File: src/rtl/distortion_ctrl.sv
// Distortion effect control: key debounce to drive level, per-sample threshold ramping,
// and wet/dry crossfade FSM. Optional macro DISTORTION_CTRL_WRAP_EN makes the level wrap at both ends.
module distortion_ctrl #(
    parameter int NUM_LEVELS   = 8,
    parameter int BASE_SOFT    = 15000000,
    parameter int RAMP_STEP    = 250000,
    parameter int XFADE_LOG2   = 8,
    parameter int DEBOUNCE_CYC = 500000
) (
    input  logic                          CLOCK_50,
    input  logic                          resetn,
    input  logic                          sample_tick,
    input  logic                          enable_sw,
    input  logic                          key_up,
    input  logic                          key_dn,
    output logic [31:0]                   soft_thresh,
    output logic [31:0]                   hard_thresh,
    output logic [XFADE_LOG2:0]           wet_gain,
    output logic [$clog2(NUM_LEVELS)-1:0] level,
    output logic                          busy
);

    localparam int LW = $clog2(NUM_LEVELS);
    localparam int WW = XFADE_LOG2 + 1;
    localparam int CW = $clog2(DEBOUNCE_CYC + 1);

    localparam logic [LW-1:0]        LMAX     = LW'(NUM_LEVELS - 1);
    localparam logic [WW-1:0]        FULL     = WW'(1) << XFADE_LOG2;
    localparam logic [WW-1:0]        FULL_M1  = FULL - WW'(1);
    localparam logic [CW-1:0]        CNT_LAST = CW'(DEBOUNCE_CYC - 1);
    localparam logic signed [32:0]   BASE_S   = 33'(BASE_SOFT);
    localparam logic signed [32:0]   STEP_S   = 33'(RAMP_STEP);

    typedef enum logic [1:0] {
        BYPASS   = 2'd0,
        FADE_IN  = 2'd1,
        ACTIVE   = 2'd2,
        FADE_OUT = 2'd3
    } fade_state_t;

    // Synchroniser bit 0 = enable_sw, bit 1 = key_up, bit 2 = key_dn.
    logic [2:0]          sync1_q, sync2_q;
    logic                en_s;
    logic [1:0]          key_s;
    logic [1:0]          db_q;
    logic [CW-1:0]       cnt_q [2];
    logic [1:0]          evt_q;

    logic [LW-1:0]       level_q, level_d;
    logic signed [32:0]  soft_q, soft_d, hard_q, hard_d;
    logic signed [32:0]  tgt_soft, tgt_hard, tgt_soft_n, tgt_hard_n;
    fade_state_t         state_q, state_d;
    logic [WW-1:0]       wet_q, wet_d;
    logic                busy_q, busy_d;

    assign en_s  = sync2_q[0];
    assign key_s = sync2_q[2:1];

    // Keys idle high, so their synchroniser and debounced state reset to the released level.
    always_ff @(posedge CLOCK_50 or negedge resetn) begin
        if (!resetn) begin
            sync1_q <= 3'b110;
            sync2_q <= 3'b110;
            db_q    <= 2'b11;
            evt_q   <= 2'b00;
            for (int k = 0; k < 2; k++) cnt_q[k] <= '0;
        end else begin
            sync1_q <= {key_dn, key_up, enable_sw};
            sync2_q <= sync1_q;
            for (int k = 0; k < 2; k++) begin
                if (key_s[k] == db_q[k]) begin
                    cnt_q[k] <= '0;
                end else if (cnt_q[k] == CNT_LAST) begin
                    cnt_q[k] <= '0;
                    db_q[k]  <= key_s[k];
                end else begin
                    cnt_q[k] <= cnt_q[k] + CW'(1);
                end
                evt_q[k] <= (key_s[k] != db_q[k]) && (cnt_q[k] == CNT_LAST) && !key_s[k];
            end
        end
    end

    always_comb begin
        level_d = level_q;
        if (evt_q[0] && !evt_q[1]) begin
            if (level_q == LMAX) begin
`ifdef DISTORTION_CTRL_WRAP_EN
                level_d = '0;
`else
                level_d = LMAX;
`endif
            end else begin
                level_d = level_q + LW'(1);
            end
        end else if (evt_q[1] && !evt_q[0]) begin
            if (level_q == '0) begin
`ifdef DISTORTION_CTRL_WRAP_EN
                level_d = LMAX;
`else
                level_d = '0;
`endif
            end else begin
                level_d = level_q - LW'(1);
            end
        end
    end

    function automatic logic signed [32:0] ramp_to(input logic signed [32:0] cur,
                                                   input logic signed [32:0] tgt);
        logic signed [32:0] diff;
        diff = tgt - cur;
        if (diff > STEP_S)       ramp_to = cur + STEP_S;
        else if (diff < -STEP_S) ramp_to = cur - STEP_S;
        else                     ramp_to = tgt;
    endfunction

    // Ramp follows the committed level; busy looks at the level being written this cycle.
    always_comb begin
        tgt_soft   = BASE_S >>> level_q;
        tgt_hard   = tgt_soft <<< 1;
        tgt_soft_n = BASE_S >>> level_d;
        tgt_hard_n = tgt_soft_n <<< 1;
        soft_d     = sample_tick ? ramp_to(soft_q, tgt_soft) : soft_q;
        hard_d     = sample_tick ? ramp_to(hard_q, tgt_hard) : hard_q;
    end

    // The enable flip retargets the fade on any cycle; gain only moves on sample ticks.
    always_comb begin
        state_d = state_q;
        wet_d   = wet_q;
        case (state_q)
            BYPASS: begin
                wet_d = '0;
                if (en_s) state_d = FADE_IN;
            end
            FADE_IN: begin
                if (!en_s) begin
                    state_d = FADE_OUT;
                end else if (sample_tick) begin
                    if (wet_q >= FULL_M1) begin
                        wet_d   = FULL;
                        state_d = ACTIVE;
                    end else begin
                        wet_d = wet_q + WW'(1);
                    end
                end
            end
            ACTIVE: begin
                wet_d = FULL;
                if (!en_s) state_d = FADE_OUT;
            end
            FADE_OUT: begin
                if (en_s) begin
                    state_d = FADE_IN;
                end else if (sample_tick) begin
                    if (wet_q <= WW'(1)) begin
                        wet_d   = '0;
                        state_d = BYPASS;
                    end else begin
                        wet_d = wet_q - WW'(1);
                    end
                end
            end
            default: begin
                state_d = BYPASS;
                wet_d   = '0;
            end
        endcase
    end

    always_comb begin
        busy_d = (state_d == FADE_IN) || (state_d == FADE_OUT) ||
                 (soft_d != tgt_soft_n) || (hard_d != tgt_hard_n);
    end

    always_ff @(posedge CLOCK_50 or negedge resetn) begin
        if (!resetn) begin
            level_q <= '0;
            soft_q  <= BASE_S;
            hard_q  <= BASE_S <<< 1;
            state_q <= BYPASS;
            wet_q   <= '0;
            busy_q  <= 1'b0;
        end else begin
            level_q <= level_d;
            soft_q  <= soft_d;
            hard_q  <= hard_d;
            state_q <= state_d;
            wet_q   <= wet_d;
            busy_q  <= busy_d;
        end
    end

    assign soft_thresh = soft_q[31:0];
    assign hard_thresh = hard_q[31:0];
    assign wet_gain    = wet_q;
    assign level       = level_q;
    assign busy        = busy_q;

endmodule

File: config.mk
export PLATFORM = sky130hd
export DESIGN_NAME = distortion_ctrl
export DESIGN_NICKNAME = d
export VERILOG_FILES = /design/src/rtl/distortion_ctrl.sv
export SDC_FILE = /design/constraint.sdc
export NUM_CORES = 1
export LEC_CHECK = 0
export CORE_AREA = 5 5 197 199
export DETAILED_ROUTE_END_ITERATION = 6
export DIE_AREA = 0 0 202 204
export DONT_BUFFER_PORTS = 1
export HOLD_SLACK_MARGIN = 0.08
export MAX_ROUTING_LAYER = met4
export SYNTH_ARGS = -nofsm -noshare
export SYNTH_HDL_FRONTEND = slang
export SYNTH_SLANG_ARGS = --single-unit
File: constraint.sdc
create_clock -name CLOCK_50 -period 5.3 [get_ports CLOCK_50]
set_input_delay 1.06 -clock CLOCK_50 [delete_from_list [all_inputs] [get_ports CLOCK_50]]
set_output_delay 1.06 -clock CLOCK_50 [all_outputs]
set_load 0.01 [all_outputs]
Yosys cells after proc, flatten, opt, wreduce, memory -nomap -nowiden
Index checks and enable logic that the tools add are counted.
{"block": "totals", "reg_bits": 129, "inputBits": 6, "out_inout_bits": 77, "elab_cells": 101}
{"block": "op_classes", "addsub": 12, "order_cmp": 6, "n_eq_ne": 18, "shifts": 2, "mux": 30, "bitwise_logic": 2, "n_reduce_logical": 18}
{"cell": "$mux 33", "count": 6}
{"cell": "$mux 19", "count": 4}
{"cell": "$add 33x19->33 const B", "count": 2}
{"cell": "$gt 33x19->1 const B", "count": 2}
{"cell": "$lt 33x19->1 const B", "count": 2}
{"cell": "$ne 33x33->1", "count": 2}
{"cell": "$sshr 25x3->33 const A", "count": 2}
{"cell": "$sub 33x19->33 const B", "count": 2}
{"cell": "$sub 33x33->33", "count": 2}
{"cell": "$mux 9", "count": 6}
{"cell": "$add 19x1->19 const B", "count": 2}
{"cell": "$eq 19x19->1 const B", "count": 2}
{"cell": "$pmux 9 s4", "count": 1}
{"cell": "$mux 2", "count": 8}
{"cell": "$mux 3", "count": 4}
{"cell": "$add 9x1->9 const B", "count": 1}
{"cell": "$ge 9x8->1 const B", "count": 1}
{"cell": "$le 9x1->1 const B", "count": 1}
{"cell": "$sub 9x1->9 const B", "count": 1}
{"cell": "$ne 2x2->1 const B", "count": 4}
{"cell": "$pmux 2 s4", "count": 1}
{"cell": "$eq 2x2->1 const B", "count": 3}
{"cell": "$logic_and 1x1->1", "count": 6}
{"cell": "$eq 2x1->1 const B", "count": 2}
{"cell": "12 further kinds", "count": 21}

Depth between registers and ports, before layout
Gate-level depths: netlist of the first run.
{"block": "depth", "word_depth": 9, "mapped_depth": 27, "mapped_depth_nobuf": 23}

Worst setup path after synthesis of the first run
Ideal clock, no wire load.
{"block": "synth_timing", "kind": "register to register", "from": "register level_q[2] (netlist: level[2])", "to": "register busy_q (netlist: busy)", "arrival_time_ns": 5.593, "required_time_ns": 5.162, "slack_ns": -0.430, "path_stages_with_launch": 25, "period_less_slack_ns": 5.730, "cell_sequence": "dfrtp_1 > clkbuf_1 > clkbuf_1 > nand2_1 > o21ai_0 > inv_1 > ha_1 > buf_2 > nand2_1 > or4_1 > a2bb2oi_1 > nor4b_2 > nor3_1 > a21oi_1 > or3_1 > or4_1 > buf_4 > o21ai_4 > buf_6 > o221ai_2 > or4_1 > nor4_1 > nand4_1 > nor4_2 > nand4_1"}
{"block": "synth_via", "elab_chain_cells": 9}
{"element": "from (decl)", "line_no": "49", "text": "logic [LW-1:0] level_q, level_d;"}
{"element": "from (signal assigned)", "line_no": "186", "text": "level_q <= level_d;"}
{"element": "$sshr 25x3->33", "line_no": "120", "text": "tgt_soft = BASE_S >>> level_q;"}
{"element": "$sub 33x33->33", "line_no": "112", "text": "diff = tgt - cur;"}
{"element": "$lt 33x19->1", "line_no": "114", "text": "else if (diff < -STEP_S) ramp_to = cur - STEP_S;"}
{"element": "$mux 33", "line_no": "114"}
{"element": "$mux 33", "line_no": "113", "text": "if (diff > STEP_S) ramp_to = cur + STEP_S;"}
{"element": "$mux 33", "line_no": "124", "text": "soft_d = sample_tick ? ramp_to(soft_q, tgt_soft) : soft_q;"}
{"element": "$ne 33x33->1", "line_no": "174", "text": "(soft_d != tgt_soft_n) || (hard_d != tgt_hard_n);"}
{"element": "$logic_or 1x1->1", "line_no": "173", "text": "busy_d = (state_d == FADE_IN) || (state_d == FADE_OUT) ||"}
{"element": "$logic_or 1x1->1 *", "line_no": "174"}
{"element": "named net busy_d", "line_no": "54", "text": "logic busy_q, busy_d;"}
{"element": "to (signal assigned)", "line_no": "191", "text": "busy_q <= busy_d;"}
{"element": "to (decl)", "line_no": "54"}
The timed path passes the listed nets; every way through them passes the cells marked *.
A chain may end at the register's enable or synchronous reset.

Worst setup path after layout of the first run
{"block": "layout_timing", "from": "register level_q[1] (netlist: level[1])", "to": "register busy_q (netlist: busy)"}
{"block": "layout_via", "elab_chain_cells": 9}
{"element": "$sshr 25x3->33 *", "line_no": "120"}
{"element": "$sub 33x33->33", "line_no": "112"}
{"element": "$lt 33x19->1", "line_no": "114"}
{"element": "$mux 33", "line_no": "114"}
{"element": "$mux 33 *", "line_no": "113"}
{"element": "$mux 33 *", "line_no": "124"}
{"element": "named net soft_d[7]", "line_no": "50", "text": "logic signed [32:0] soft_q, soft_d, hard_q, hard_d;"}
{"element": "$ne 33x33->1 *", "line_no": "174"}
{"element": "$logic_or 1x1->1 *", "line_no": "173"}
{"element": "$logic_or 1x1->1 *", "line_no": "174"}
{"element": "named net busy_d", "line_no": "54"}
Marks and branches as above.

==> impl_metrics.ini, run 1 <==
[floorplan]
die_y_microns = 204
num_rows = 71
die_area_sq_um = 41200
start_util = 0.441
core_sq_um = 37000
die_w_microns = 202
boundaryPins = 83

[power]
p_leak_nw = 9.75
powerDensity_nw_per_um2 = 575
p_int_mw = 6.51
clkPwrFrac = 0.097
netSwitchingFraction = 0.498
total_power_mw = 13.0
p_seq_frac = 0.122
p_switching_mw = 6.47
combPwrFrac = 0.781
peakVddDrop_mv = 0.285

[detailed_routing]
vias = 20000
drc = 0
first_pass_iters = 7
routedWlPerCell_microns = 23.7
via_per_inst = 6.24
ant_nets = 0
drt_iter0_markers = 2525
wl_mm = 75.9

[timing]
hold_viol = 0
layout_min_cycle_time_ps = 5820
rsz0062_at_grt = true
fin_ws_ps = -515
finalSetupViolCount = 1
tns_ps = -515
tightest_slew_ps = 1010
slew_headroom = 0.318
fmax_mhz = 172
skew_ps = 14.4
maxSlewViolCount = 0
finalCritPeriodShare = 1.10

[worst_setup_path]
arrival_ps = 6110
reg2reg_slack_ps = -520
required_ps = 5600
end_kind = register
critPathLaunchType = register
r2r-start = level[1]
cp_max_fo = 10
r2r_cells = 27
crit_type = reg2reg
worstReg2RegEnd = busy

[place]
gp_congestion = 1.05
dp_hpwl_mm = 60.2
portBuffers = 0

[flow_run]
cap_violations = 0

[clock_network]
root_buffer = clkbuf_16
cts_tree = built
clkLatencyLatePin_ps = 450
htree_levels = 4
cts_buffer_depth = 2
cts_num_sinks = 129
path_clk_slew_ps = 80
cts_hold_buf = 0
cts_buffers = 17

[logic_synthesis]
yosysTopAreaCellShare = 0.158
synth-main-ff-cell = dfrtp_1
postSynthCellCount = 2207
yosys.area.top_type = dfrtp_1
seq_area_frac_synth = 0.200
synth_area_leaders = dfrtp_1 (16%), ha_1 (5.3%), nand2_1 (4.6%), nor2_1 (4.6%), a21oi_1 (4.2%)
yosys_warnings = 0
synthesis.nets = 2282
ys_ff_latch = 129
synth_edf_count = 0
synthArstFlopShare = 1.00
synth.distinct_cells = 110
avgSynthCellArea_sq_um = 7.39
syn_area_sq_um = 16300

[grt]
antenna_found_initial = 1
grt_pass1_vias = 18600
grt_usage = 0.364
grt_remaining_overflow = 0
grt_pass1_wl_mm = 113
grt_max_degree = 130

[final_layout]
utilization = 0.609
drive_gt1_frac = 0.352
syn_to_final_growth_pct = 38.3
fin_nets = 2790
final_common_cell = buf_4
final_cell_mix = buf_4 (674), nand2_1 (201), nor2_1 (197)

[outcome]
status = finished, violations left
violations = setup timing

[hold_path]
min_path_type = in2async
## synthesized netlist by cell type (all sizes together), types with 16 or more instances
cell      n
ha       69
nor2    204
nor4     43
or3      33
a211oi   31
dfstp    26
xor2     46
o21a     20
a31oi    34
xnor2    69
and3     38
and2     22
nor2b    17
mux2i    31
clkbuf   90
o221ai   16
o21ai   137
o22ai    25
buf     113
nand3    91
or2      19
a21oi   146
nand4    53
inv     104
dfrtp   103
nand2b   19
nand2   203
o211ai   44
nor3     72
o31ai    17
## flip-flops by register name, indices dropped and copies added (netlist names)
register and flops:
cnt_q 38, wet_gain 9, sync2_q 3, hard_q 33, level 3, state_q 2, sync1_q 3, db_q 2
soft_q 33, evt_q 2, busy 1
## per-stage QoR
step / instances / setup WS, ps / hold slack, ps / cell area [sq um]
floorplan: 2207 / 6.28 / 331 / 16400
global placement: 3129 / -1420 / 341 / 20800
detailed placement: 3129 / -1300 / 339 / 20800
CTS: 3196 / -529 / 291 / 22300
global route: 3203 / -721 / 287 / 22600
finish: 3203 / -515 / 303 / 22600
## timing repair
action / 4_1_cts / 5_1_grt
pin swaps: 46 / 33
setup endpoints to repair: 22 / 8
gates resized for setup: 128 / 53
buffers inserted: 36 / 7
## cells by family (layout without fill, tap and decap cells)
group,Yosys count,count (layout),share of synthesized area
buf+inv,310,831,0.0950
simple gates,875,875,0.272
other cells,0,1,0
xor+xnor,115,115,0.0654
flops,129,129,0.200
fa+ha+maj,69,69,0.0529
compound gates,669,669,0.290
mux,40,40,0.0252
## final cells by class
class / count / area, sq um
Fill cell: 3420 / 14500
Multi-Input combinational cell: 1768 / 12400
Timing Repair Buffer: 692 / 5320
Sequential cell: 129 / 3260
Tap cell: 474 / 593
Clock buffer: 19 / 443
Inverter: 107 / 409
Clock inverter: 13 / 151
Antenna cell: 1 / 2.50
## power by group through the flow
stage               Clock, mW  Combinational (mW)  Sequential, mW
global placement            0                9.16            1.58
finish                   1.26                10.1            1.59
floorplan                   0                5.14            1.51
global route             1.31                10.7            1.62
detailed placement          0                9.20            1.59
CTS                      1.27                9.67            1.58
## worst max path at each step
stage                     slack (ps)   end  depth (start not counted)     start
after floorplan                    6  busy                         23  level[2]
after global placement         -1420  busy                         25  level[0]
after detailed placement       -1300  busy                         25  level[0]
after CTS                       -530  busy                         26  level[0]
after global routing            -720  busy                         27  level[1]
final                           -520  busy                         27  level[1]
## metal layers
metal  part of all wire  vias to the layer above  GRT usage
met5                  0                        -          -
met4              0.035                        0      0.117
met3               0.10                      150     0.0744
met2               0.42                     1071      0.530
met1               0.44                     9578      0.508
li1                   -                     9201          -
## worst max-delay path, stage by stage, from the launching register on
cell	delay, ps
dfrtp_2	420
inv_2	70
buf_4	150
ha_4	170
inv_2	120
ha_2	250
xnor2_2	90
ha_1	220
o211ai_1	180
buf_4	170
a211oi_2	80
buf_4	170
nor4_1	300
a311oi_1	120
buf_4	170
a211o_1	260
o41ai_4	490
nor4_4	90
buf_4	160
nand2b_4	150
buf_6	150
or3_1	420
nand3_1	90
a22o_1	320
o22ai_1	150
a211o_1	250
nor4_2	300
nand4_1	150
No activity file was read; power rests on OpenSTA's default activity.
==> inputs of run 2 (changes only) <==
--- a/config.mk
+++ b/config.mk
@@ -11,6 +11,7 @@
 export DONT_BUFFER_PORTS = 1
 export HOLD_SLACK_MARGIN = 0.08
 export MAX_ROUTING_LAYER = met4
+export SETUP_SLACK_MARGIN = 0.02
 export SYNTH_ARGS = -nofsm -noshare
 export SYNTH_HDL_FRONTEND = slang
 export SYNTH_SLANG_ARGS = --single-unit
==> run 2 against run 1 <==
The flow still finishes with violations (setup timing). Worst setup slack gained 130 ps. Register-to-register slack gained 130 ps. Critical endpoint unchanged. Design area grew 2.1%. Cell count shrank 0.53%.
==> impl_metrics.ini, run 2 (synthesized netlist as in run 1, its figures left out) <==
[detailed_routing]
wl_mm = 77.0
drc = 0
vias = 20200
via_per_inst = 6.34
wl_met3_mm = 8.71
routedWlPerCell_microns = 24.2
met1_length_mm = 33.0
ant_nets = 0
first_pass_iters = 5
drt_iter0_markers = 2206
top_layer_used = met4
routed-wl-met2_mm = 33.1

[hold_path]
min_path_type = in2async

[outcome]
violations = setup timing
status = finished, violations left

[final_layout]
syn_to_final_growth_pct = 41.2
top_register = cnt_q
final_cell_mix = buf_4 (650), nand2_1 (196), nor2_1 (195)
largest_reg_flops = 38
final_common_cell = buf_4
num_antenna_cells = 0
fin_nets = 2774
final_area_sq_um = 23000
drive_gt1_frac = 0.370
top_regs = cnt_q (38), hard_q (33), soft_q (33)
fin_cells = 3186

[timing]
finalCritPeriodShare = 1.07
tightest_slew_ps = 1140
layout_min_cycle_time_ps = 5690
tns_ps = -389
fmax_mhz = 176
hold_viol = 0
skew_ps = 22.5
fin_ws_ps = -389
slew_headroom = 0.231
finalSetupViolCount = 1
maxSlewViolCount = 0
rsz0062_at_grt = true

[worst_setup_path]
r2r_cells = 21
worstReg2RegEnd = busy
r2r-start = level[1]
cp_slowest_cell = or4_4
critPathLaunchType = register
crit_type = reg2reg
worstPathCellList = ha_4 > o21ai_4 > inv_4 > buf_4 > ha_1 > a21oi_1 > o31ai_1 > a21o_1 > nor4b_4 > o41ai_2 > o31a_1 > or3_4 > or4_4 > o21ai_4 > buf_6 > o221ai_2 > or4_1 > nor4_2 > nand4_1 > nor4_4 > nand4_1
required_ps = 5610
worst_path_largest_cell_delay_ps = 530
path_buf_inv = 3
end_kind = register
arrival_ps = 6000
crit_family = simple AND/OR/NAND/NOR gates
reg2reg_slack_ps = -390
cp_max_fo = 4

[place]
dp_hpwl_mm = 60.4
placed_cells = 3091
place_area_sq_um = 20500
portBuffers = 0
gp_congestion = 0.998

[grt]
grt_remaining_overflow = 0
grt_usage = 0.371
grt_max_degree = 130
grt_pass1_vias = 18900
antenna_found_initial = 0
grt_pass1_wl_mm = 116

[floorplan]
start_util = 0.441
die_area_sq_um = 41200
boundaryPins = 83
num_rows = 71
die_y_microns = 204
core_sq_um = 37000
die_w_microns = 202

[flow_run]
cap_violations = 0

[power]
p_leak_nw = 9.79
total_power_mw = 13.4
peakVddDrop_mv = 0.339
powerDensity_nw_per_um2 = 580

[clock_network]
htree_levels = 4
cts_buffer_depth = 2
cts_tree = built
clkLatencyLatePin_ps = 460
path_clk_slew_ps = 80
cts_num_sinks = 129
cts_buffers = 17
root_buffer = clkbuf_16
cts_hold_buf = 0
[run 2: layout make-up]
| class | count | area (sq um) |
|---|---|---|
| Clock buffer | 21 | 450 |
| Clock inverter | 11 | 156 |
| Fill cell | 3405 | 14000 |
| Inverter | 107 | 410 |
| Multi-Input combinational cell | 1768 | 12900 |
| Sequential cell | 129 | 3260 |
| Tap cell | 474 | 593 |
| Timing Repair Buffer | 676 | 5290 |
[run 2: worst max path at each step]
stage	from	end	cells past startpoint
5_1_grt	level[2]	busy	25
6_report	level[1]	busy	21
3_3_place_gp	level[0]	busy	20
4_1_cts	level[1]	busy	25
2_1_floorplan	level[1]	busy	24
3_5_place_dp	level[0]	busy	22
[run 2: metal layers]
layer  global-route usage  up-vias
met1                0.518     9779
met4               0.0942        0
met5                    -        -
met3               0.0822      155
li1                     -     9163
met2                0.546     1108
[run 2: what timing repair did]
item | CTS | global route
resized for setup | 151 | 130
cloned | 0 | 1
pin swaps | 51 | 68
buffers inserted | 41 | 22
setup endpoints to repair | 10 | 4
[run 2: stage by stage]
stage	util	hold WS [ps]	setup WS [ps]
2_1_floorplan	-	331	16.3
3_3_place_gp	0.553	340	-888
3_5_place_dp	0.553	342	-847
4_1_cts	0.598	274	-365
5_1_grt	0.622	273	-531
6_report	0.622	291	-389
[run 2: power breakdown]
part,internal [mW],leakage (nW),switching [mW]
sequential,1.28,1.60,0.301
combinational,4.70,7.90,5.80
clock,0.759,0.296,0.527
total,6.74,9.79,6.63
